[config.mk]
export PLATFORM = sky130hd
export DESIGN_NAME = ex_muldiv_unit
export DESIGN_NICKNAME = d
export VERILOG_FILES = /design/src/rtl/ex_muldiv_unit.sv
export SDC_FILE = /design/constraint.sdc
export NUM_CORES = 1
export LEC_CHECK = 0
export ABC_CLOCK_PERIOD_IN_PS = 14300
export CAP_MARGIN = 20
export CORE_ASPECT_RATIO = 0.6
export CORE_UTILIZATION = 60
export DETAILED_ROUTE_END_ITERATION = 10
export PLACE_DENSITY = 0.86
export SLEW_MARGIN = 20
export SYNTH_ARGS = -nofsm -noshare
export SYNTH_HDL_FRONTEND = slang
export SYNTH_SLANG_ARGS = --single-unit
[constraint.sdc]
create_clock -name clk -period 14.3 [get_ports clk]
set_input_delay 2.86 -clock clk [delete_from_list [all_inputs] [get_ports clk]]
set_output_delay 2.86 -clock clk [all_outputs]
set_load 0.02 [all_outputs]
[src/rtl/ex_muldiv_unit.sv]
// ex_muldiv_unit: iterative MIPS mult/multu/div/divu unit with architectural HI/LO
// Ports:
//   clk, reset (async, active-high)
//   i_start, i_op[1:0] (00 mult, 01 multu, 10 div, 11 divu), i_src_a, i_src_b
//   i_hilo_use, i_wr_hi, i_wr_lo, i_wr_data   mfhi/mflo/mthi/mtlo interface
//   o_hi, o_lo                               HI/LO registers
//   o_busy, o_done, o_stall_req               status to the pipeline / hazard unit
module ex_muldiv_unit #(
    parameter int WIDTH = 32
) (
    input  logic             clk,
    input  logic             reset,
    input  logic             i_start,
    input  logic [1:0]       i_op,
    input  logic [WIDTH-1:0] i_src_a,
    input  logic [WIDTH-1:0] i_src_b,
    input  logic             i_hilo_use,
    input  logic             i_wr_hi,
    input  logic             i_wr_lo,
    input  logic [WIDTH-1:0] i_wr_data,
    output logic [WIDTH-1:0] o_hi,
    output logic [WIDTH-1:0] o_lo,
    output logic             o_busy,
    output logic             o_done,
    output logic             o_stall_req
);
    localparam int CW = $clog2(WIDTH) + 1;
    typedef enum logic {IDLE, BUSY} state_t;
    state_t             r_state;
    logic [CW-1:0]      r_cnt;
    logic               r_div;
    logic               r_neg_q;
    logic               r_neg_r;
    logic [WIDTH-1:0]   r_a_raw;
    logic [WIDTH-1:0]   r_m;
    logic [WIDTH-1:0]   r_acc;
    logic [WIDTH-1:0]   r_q;
    logic [WIDTH-1:0]   r_hi;
    logic [WIDTH-1:0]   r_lo;
    logic               r_done;
    logic               w_a_neg, w_b_neg, w_last, w_ok, w_div0;
    logic [WIDTH-1:0]   w_a_abs, w_b_abs, w_nacc, w_nq, w_quo, w_rem, w_res_hi, w_res_lo;
    logic [WIDTH:0]     w_sum, w_sh;
    logic [2*WIDTH-1:0] w_prod, w_prod_s;
    // signed ops are the ones with op[0]==0 (mult, div)
    assign w_a_neg = ~i_op[0] & i_src_a[WIDTH-1];
    assign w_b_neg = ~i_op[0] & i_src_b[WIDTH-1];
    assign w_a_abs = w_a_neg ? -i_src_a : i_src_a;
    assign w_b_abs = w_b_neg ? -i_src_b : i_src_b;
    // multiply: {r_acc, r_q} is the product register, r_q starts as the multiplier
    assign w_sum = {1'b0, r_acc} + (r_q[0] ? {1'b0, r_m} : '0);
    // divide: {r_acc, r_q} shifts left, r_q starts as the dividend and fills with quotient bits
    assign w_sh  = {r_acc, r_q[WIDTH-1]};
    assign w_ok  = w_sh >= {1'b0, r_m};
    // when the subtract succeeds the difference is below the divisor, so WIDTH bits suffice
    assign w_nacc = r_div ? (w_ok ? w_sh[WIDTH-1:0] - r_m : w_sh[WIDTH-1:0]) : w_sum[WIDTH:1];
    assign w_nq   = r_div ? {r_q[WIDTH-2:0], w_ok} : {w_sum[0], r_q[WIDTH-1:1]};
    assign w_prod   = {w_nacc, w_nq};
    assign w_prod_s = r_neg_q ? -w_prod : w_prod;
    assign w_quo    = r_neg_q ? -w_nq : w_nq;
    assign w_rem    = r_neg_r ? -w_nacc : w_nacc;
    assign w_div0   = r_m == '0;
    // divide-by-zero bypasses sign correction: all-ones quotient, raw dividend as remainder
    assign w_res_hi = !r_div ? w_prod_s[2*WIDTH-1:WIDTH] : w_div0 ? r_a_raw : w_rem;
    assign w_res_lo = !r_div ? w_prod_s[WIDTH-1:0] : w_div0 ? '1 : w_quo;
    assign w_last   = r_cnt == CW'(WIDTH - 1);
    assign o_busy      = r_state == BUSY;
    assign o_stall_req = o_busy & (i_start | i_hilo_use);
    assign o_hi   = r_hi;
    assign o_lo   = r_lo;
    assign o_done = r_done;
    always_ff @(posedge clk or posedge reset) begin
        if (reset) begin
            r_state <= IDLE;
            r_cnt   <= '0;
            r_div   <= 1'b0;
            r_neg_q <= 1'b0;
            r_neg_r <= 1'b0;
            r_a_raw <= '0;
            r_m     <= '0;
            r_acc   <= '0;
            r_q     <= '0;
            r_hi    <= '0;
            r_lo    <= '0;
            r_done  <= 1'b0;
        end else begin
            r_done <= 1'b0;
            // mthi/mtlo first so a completing mul/div overrides them below
            if (!o_stall_req && i_wr_hi) r_hi <= i_wr_data;
            if (!o_stall_req && i_wr_lo) r_lo <= i_wr_data;
            if (r_state == IDLE) begin
                if (i_start) begin
                    r_state <= BUSY;
                    r_cnt   <= '0;
                    r_div   <= i_op[1];
                    r_neg_q <= w_a_neg ^ w_b_neg;
                    r_neg_r <= w_a_neg;
                    r_a_raw <= i_src_a;
                    r_m     <= i_op[1] ? w_b_abs : w_a_abs;
                    r_q     <= i_op[1] ? w_a_abs : w_b_abs;
                    r_acc   <= '0;
                end
            end else begin
                r_acc <= w_nacc;
                r_q   <= w_nq;
                r_cnt <= r_cnt + 1'b1;
                if (w_last) begin
                    r_state <= IDLE;
                    r_hi    <= w_res_hi;
                    r_lo    <= w_res_lo;
                    r_done  <= 1'b1;
                end
            end
        end
    end
endmodule

* Word-level counts from Yosys, hierarchy flattened
Index checks and enable logic that the tools add are counted.
** Cells by class
- Equality and inequality tests :: 1
- Bitwise operators :: 7
- Muxes and demuxes :: 32
- Add/sub/neg operators :: 8
- $lt $le $gt $ge :: 1
- Reduce and logical (&&, ||, !) cells :: 6
** Operators with widths (number)
- 2-to-1 mux 32 bit :: 24
- negator 32 bit :: 4
- 2-to-1 mux 64 bit :: 1
- negator 64 bit :: 1
- adder 32 x 32 -> 33 bit :: 1
- greater-or-equal comparator 33 x 32 -> 1 bit :: 1
- logical NOT 32 bit :: 1
- subtractor 32 bit :: 1
- 2-to-1 mux 6 bit :: 2
- adder 6 x 1 -> 6 bit, second input constant :: 1
- equality test 6 x 5 -> 1 bit, second input constant :: 1
- 2-to-1 mux 1 bit :: 5
- bitwise AND 1 bit :: 3
- logical AND 1 bit :: 2
- inverter 1 bit :: 2
- AND reduction 2 bit :: 1
- nonzero test 2 bit :: 1
- logical NOT 1 bit :: 1
- bitwise OR 1 bit :: 1
- bitwise XOR 1 bit :: 1
** Word-level totals
- Output and inout bits :: 67
- Flip-flop bits (word level) :: 203
- Input port bits :: 104
- Logic and storage cells :: 67

* Logic depth before layout (Yosys ltp)
- Word-level depth :: 9
- Mapped depth :: 25
- Depth with buffers taken out :: 20

* Worst setup path before layout
OpenSTA, ideal clock, no wires.
- Path kind :: input to output
- Start point :: in i_hilo_use
- End point :: out o_stall_req
- Required time :: 11.440 ns
- Stages on the path :: 2
- Setup slack :: 8.101 ns
- Path buffers :: 0
- Arrival :: 3.339 ns
- Cell sequence :: o21ai_0 -> inv_1
** Between the ends
- Longest elaborated chain between the ends :: 2
** Ends and longest elaborated chain
- from (decl) :: RTL line 17 : input logic i_hilo_use,
- bitwise OR 1 bit :: RTL line 68 : assign o_stall_req = o_busy & (i_start | i_hilo_use);
- bitwise AND 1 bit :: RTL line 68
- to (decl) :: RTL line 25 : output logic o_stall_req
Every way passes these cells.

* Final worst setup path
Same ends and word-level chain as after synthesis.

==> results.py <==
metrics = {
    "floorplanning": {
        "core_um2": 30470,
        "die_h_um": 139.5,
        "io_pins": 171,
        "die_x_um": 231.1,
        "row_count": 49,
        "dieArea_um2": 32240,
        "initial_core_util": 0.6203,
    },
    "timing": {
        "worstMarginPinSlew_ps": 1180,
        "clock.fmax_ghz": 0.1272,
        "period_needed_ps": 7863,
        "slew_viol_final": 0,
        "maxSlewHeadroom": 0.2133,
        "final.setup_skew_ps": 37.90,
        "tns_ps": 0,
        "fin_crit_sh": 0.5499,
        "finalSetupViolations": 0,
        "timing.final.hold_violations": 0,
        "rsz0062_at_grt": "false",
    },
    "placement": {
        "portBuffers": 170,
        "dpl-instance-area_um2": 20620,
        "gp_congestion": 1.063,
        "dpl.cell_count": 2848,
        "place_hpwl_mm": 61.95,
    },
    "logic_synthesis": {
        "syn_nets": 2579,
        "synth_ff_type": "dfrtp_1",
        "synth_cell_types": 103,
        "ys_seq_elements": 203,
        "syn_inst": 2404,
        "ys_warn_count": 0,
        "synth_area_um2": 18900,
        "synthArstFlopShare": 1.000,
        "synth_edf_count": 0,
        "seq_area_frac_synth": 0.2688,
        "syn_area_per_cell_um2": 7.862,
    },
    "finish": {
        "layout_common_cells": "nand2_1, dfrtp_1, o21ai_0",
        "layout-drive-gt1-share": 0.08055,
        "final_common_cell": "nand2_1",
        "syn_to_final_growth_pct": 13.48,
        "stdcell_count": 2891,
        "fin_util": 0.7039,
        "diodes": 0,
        "fin_area_um2": 21450,
        "final_nets": 2641,
    },
    "setup_path": {
        "endpoint_kind": "primary output",
        "critPathCapture": "o_stall_req",
        "rr_endpoint": "o_hi[4]",
        "critPathMaxStageDelay_ps": 920,
        "startpoint": "i_hilo_use",
        "r2r-start": "r_m[24]",
        "cp_common_cell": "clkdlybuf4s50_1",
        "required_ps": 11440,
        "cp.arrival_ps": 5000,
        "ff2ff_path_depth": 19,
        "crit_type": "primary input to primary output",
        "crit_path_start_kind": "primary input",
        "crit_path_top_delay_cell": "o21ai_0",
        "cp_cell_sequence": "clkdlybuf4s50_1, o21ai_0, inv_1, clkdlybuf4s50_1",
        "reg2reg_slack_ps": 7380,
        "crit_fanout": 5,
    },
    "clock_network": {
        "clock_latency_ps": 560,
        "root_buffer": "clkbuf_16",
        "cts_max_path_buffers": 3,
        "clk_pin_slew_ps": 70,
        "cts_resized": 0,
        "numCtsBuffers": 23,
        "cts_tree": "built",
        "cts_setup_buffers": 0,
        "cts_sinks": 203,
        "htree_levels": 1,
        "cts_hold_buffers": 0,
    },
    "routing": {
        "drc_errors": 0,
        "drt-wirelength-per-cell_um": 27.43,
        "wl_mm": 79.29,
        "num_vias": 20659,
        "vias_per_cell": 7.146,
        "drt_iter0_drc": 3636,
        "detail-route-antenna-nets": 0,
        "first_pass_iters": 7,
    },
    "grt": {
        "grt_remaining_overflow": 0,
        "first_global_vias": 18524,
        "grt_use_total": 0.4852,
        "grt_pass1_wl_mm": 117.8,
        "grt_max_degree": 109,
        "antenna_found_initial": 1,
    },
    "min_path": {
        "min_path_type": "register to register",
    },
    "run_status": {
        "outcome": "completed",
    },
    "run": {
        "drv_cap": 0,
    },
}
## through the flow
step	hold WS, ps	setup WS, ps
floorplan	445.0	5901
detailed placement	475.8	6620
global placement	463.1	6688
finish	493.8	6437
CTS	494.2	6636
global route	518.2	6503
## worst min-delay path by stage
stage / from / to / slack, ps / cells past startpoint
after floorplan: r_cnt[5] / r_cnt[5] / 440 / 1
after global placement: r_a_raw[1] / r_a_raw[1] / 460 / 2
after detailed placement: r_a_raw[0] / r_a_raw[0] / 480 / 2
after CTS: r_a_raw[1] / r_a_raw[1] / 490 / 2
after global routing: r_cnt[5] / r_cnt[5] / 520 / 1
final: r_a_raw[0] / r_a_raw[0] / 490 / 2
## critical path, delay by kind of cell
kind,cells,cell delay (ps)
buf+inv,3,1210
compound gates,1,920
## cells by family after synthesis
family                   Yosys count  share of synthesized area
buffers and inverters            239                    0.05349
adder cells (fa/ha/maj)           71                    0.04780
flip-flops                       203                     0.2688
XOR/XNOR                         178                    0.08248
AO/OA/AOI/OAI                    753                     0.2711
AND/OR/NAND/NOR                  856                     0.2188
multiplexers                     104                    0.05759
## cell type report
| class | count | area, um2 |
|---|---|---|
| clock buffers | 29 | 638.1 |
| flip-flops and latches | 203 | 5086 |
| fillers | 2457 | 9021 |
| inverters | 76 | 292.8 |
| well taps | 408 | 510.5 |
| multi-input cells | 1962 | 12840 |
| clock inverters | 13 | 145.1 |
| repair buffers | 200 | 1937 |
## per-layer routing
layer,global-route usage,share of wire,vias up
met5,0,0.00016,-
li1,-,-,8907
met3,0.2240,0.19,191
met2,0.6183,0.37,1805
met4,0.1011,0.027,2
met1,0.7278,0.42,9754
## sequential cells by signal, indices dropped and copies added, names as in the netlist
signal / flops
o_busy: 1
o_done: 1
o_hi: 32
o_lo: 32
r_a_raw: 32
r_acc: 32
r_cnt: 6
r_div: 1
r_m: 32
r_neg_q: 1
r_neg_r: 1
r_q: 32
## cells in the mapped netlist (10+ instances only)
master / number / area share
o41ai_1: 14 / 0.0065
a21oi_1: 169 / 0.045
a21oi_2: 10 / 0.0046
inv_1: 74 / 0.015
and3_1: 16 / 0.0053
nor2_1: 156 / 0.031
nor2b_1: 27 / 0.0089
ha_1: 69 / 0.046
o21a_1: 15 / 0.0060
o31ai_1: 31 / 0.012
nand2_1: 356 / 0.071
nand4_1: 29 / 0.0096
nand3_1: 44 / 0.012
buf_2: 31 / 0.0082
or2_2: 10 / 0.0033
nand2b_1: 15 / 0.0050
a31oi_1: 28 / 0.0093
or4_1: 12 / 0.0048
xor2_1: 61 / 0.028
mux2i_1: 66 / 0.035
nor4_1: 29 / 0.0096
xnor2_1: 117 / 0.054
nor3_1: 53 / 0.014
o211ai_1: 30 / 0.012
o21bai_1: 12 / 0.0048
a21o_1: 25 / 0.0099
dfrtp_1: 203 / 0.27
mux2_2: 38 / 0.023
o21ai_0: 188 / 0.050
a31o_2: 11 / 0.0051
buf_1: 14 / 0.0028
and2_1: 45 / 0.015
a211oi_1: 69 / 0.027
a32oi_1: 32 / 0.015
clkbuf_1: 106 / 0.021
or3_1: 19 / 0.0063
Power is left out: the tool's default activity adds up to more than one toggle a clock period on the data nets, which glitch-free logic cannot reach.
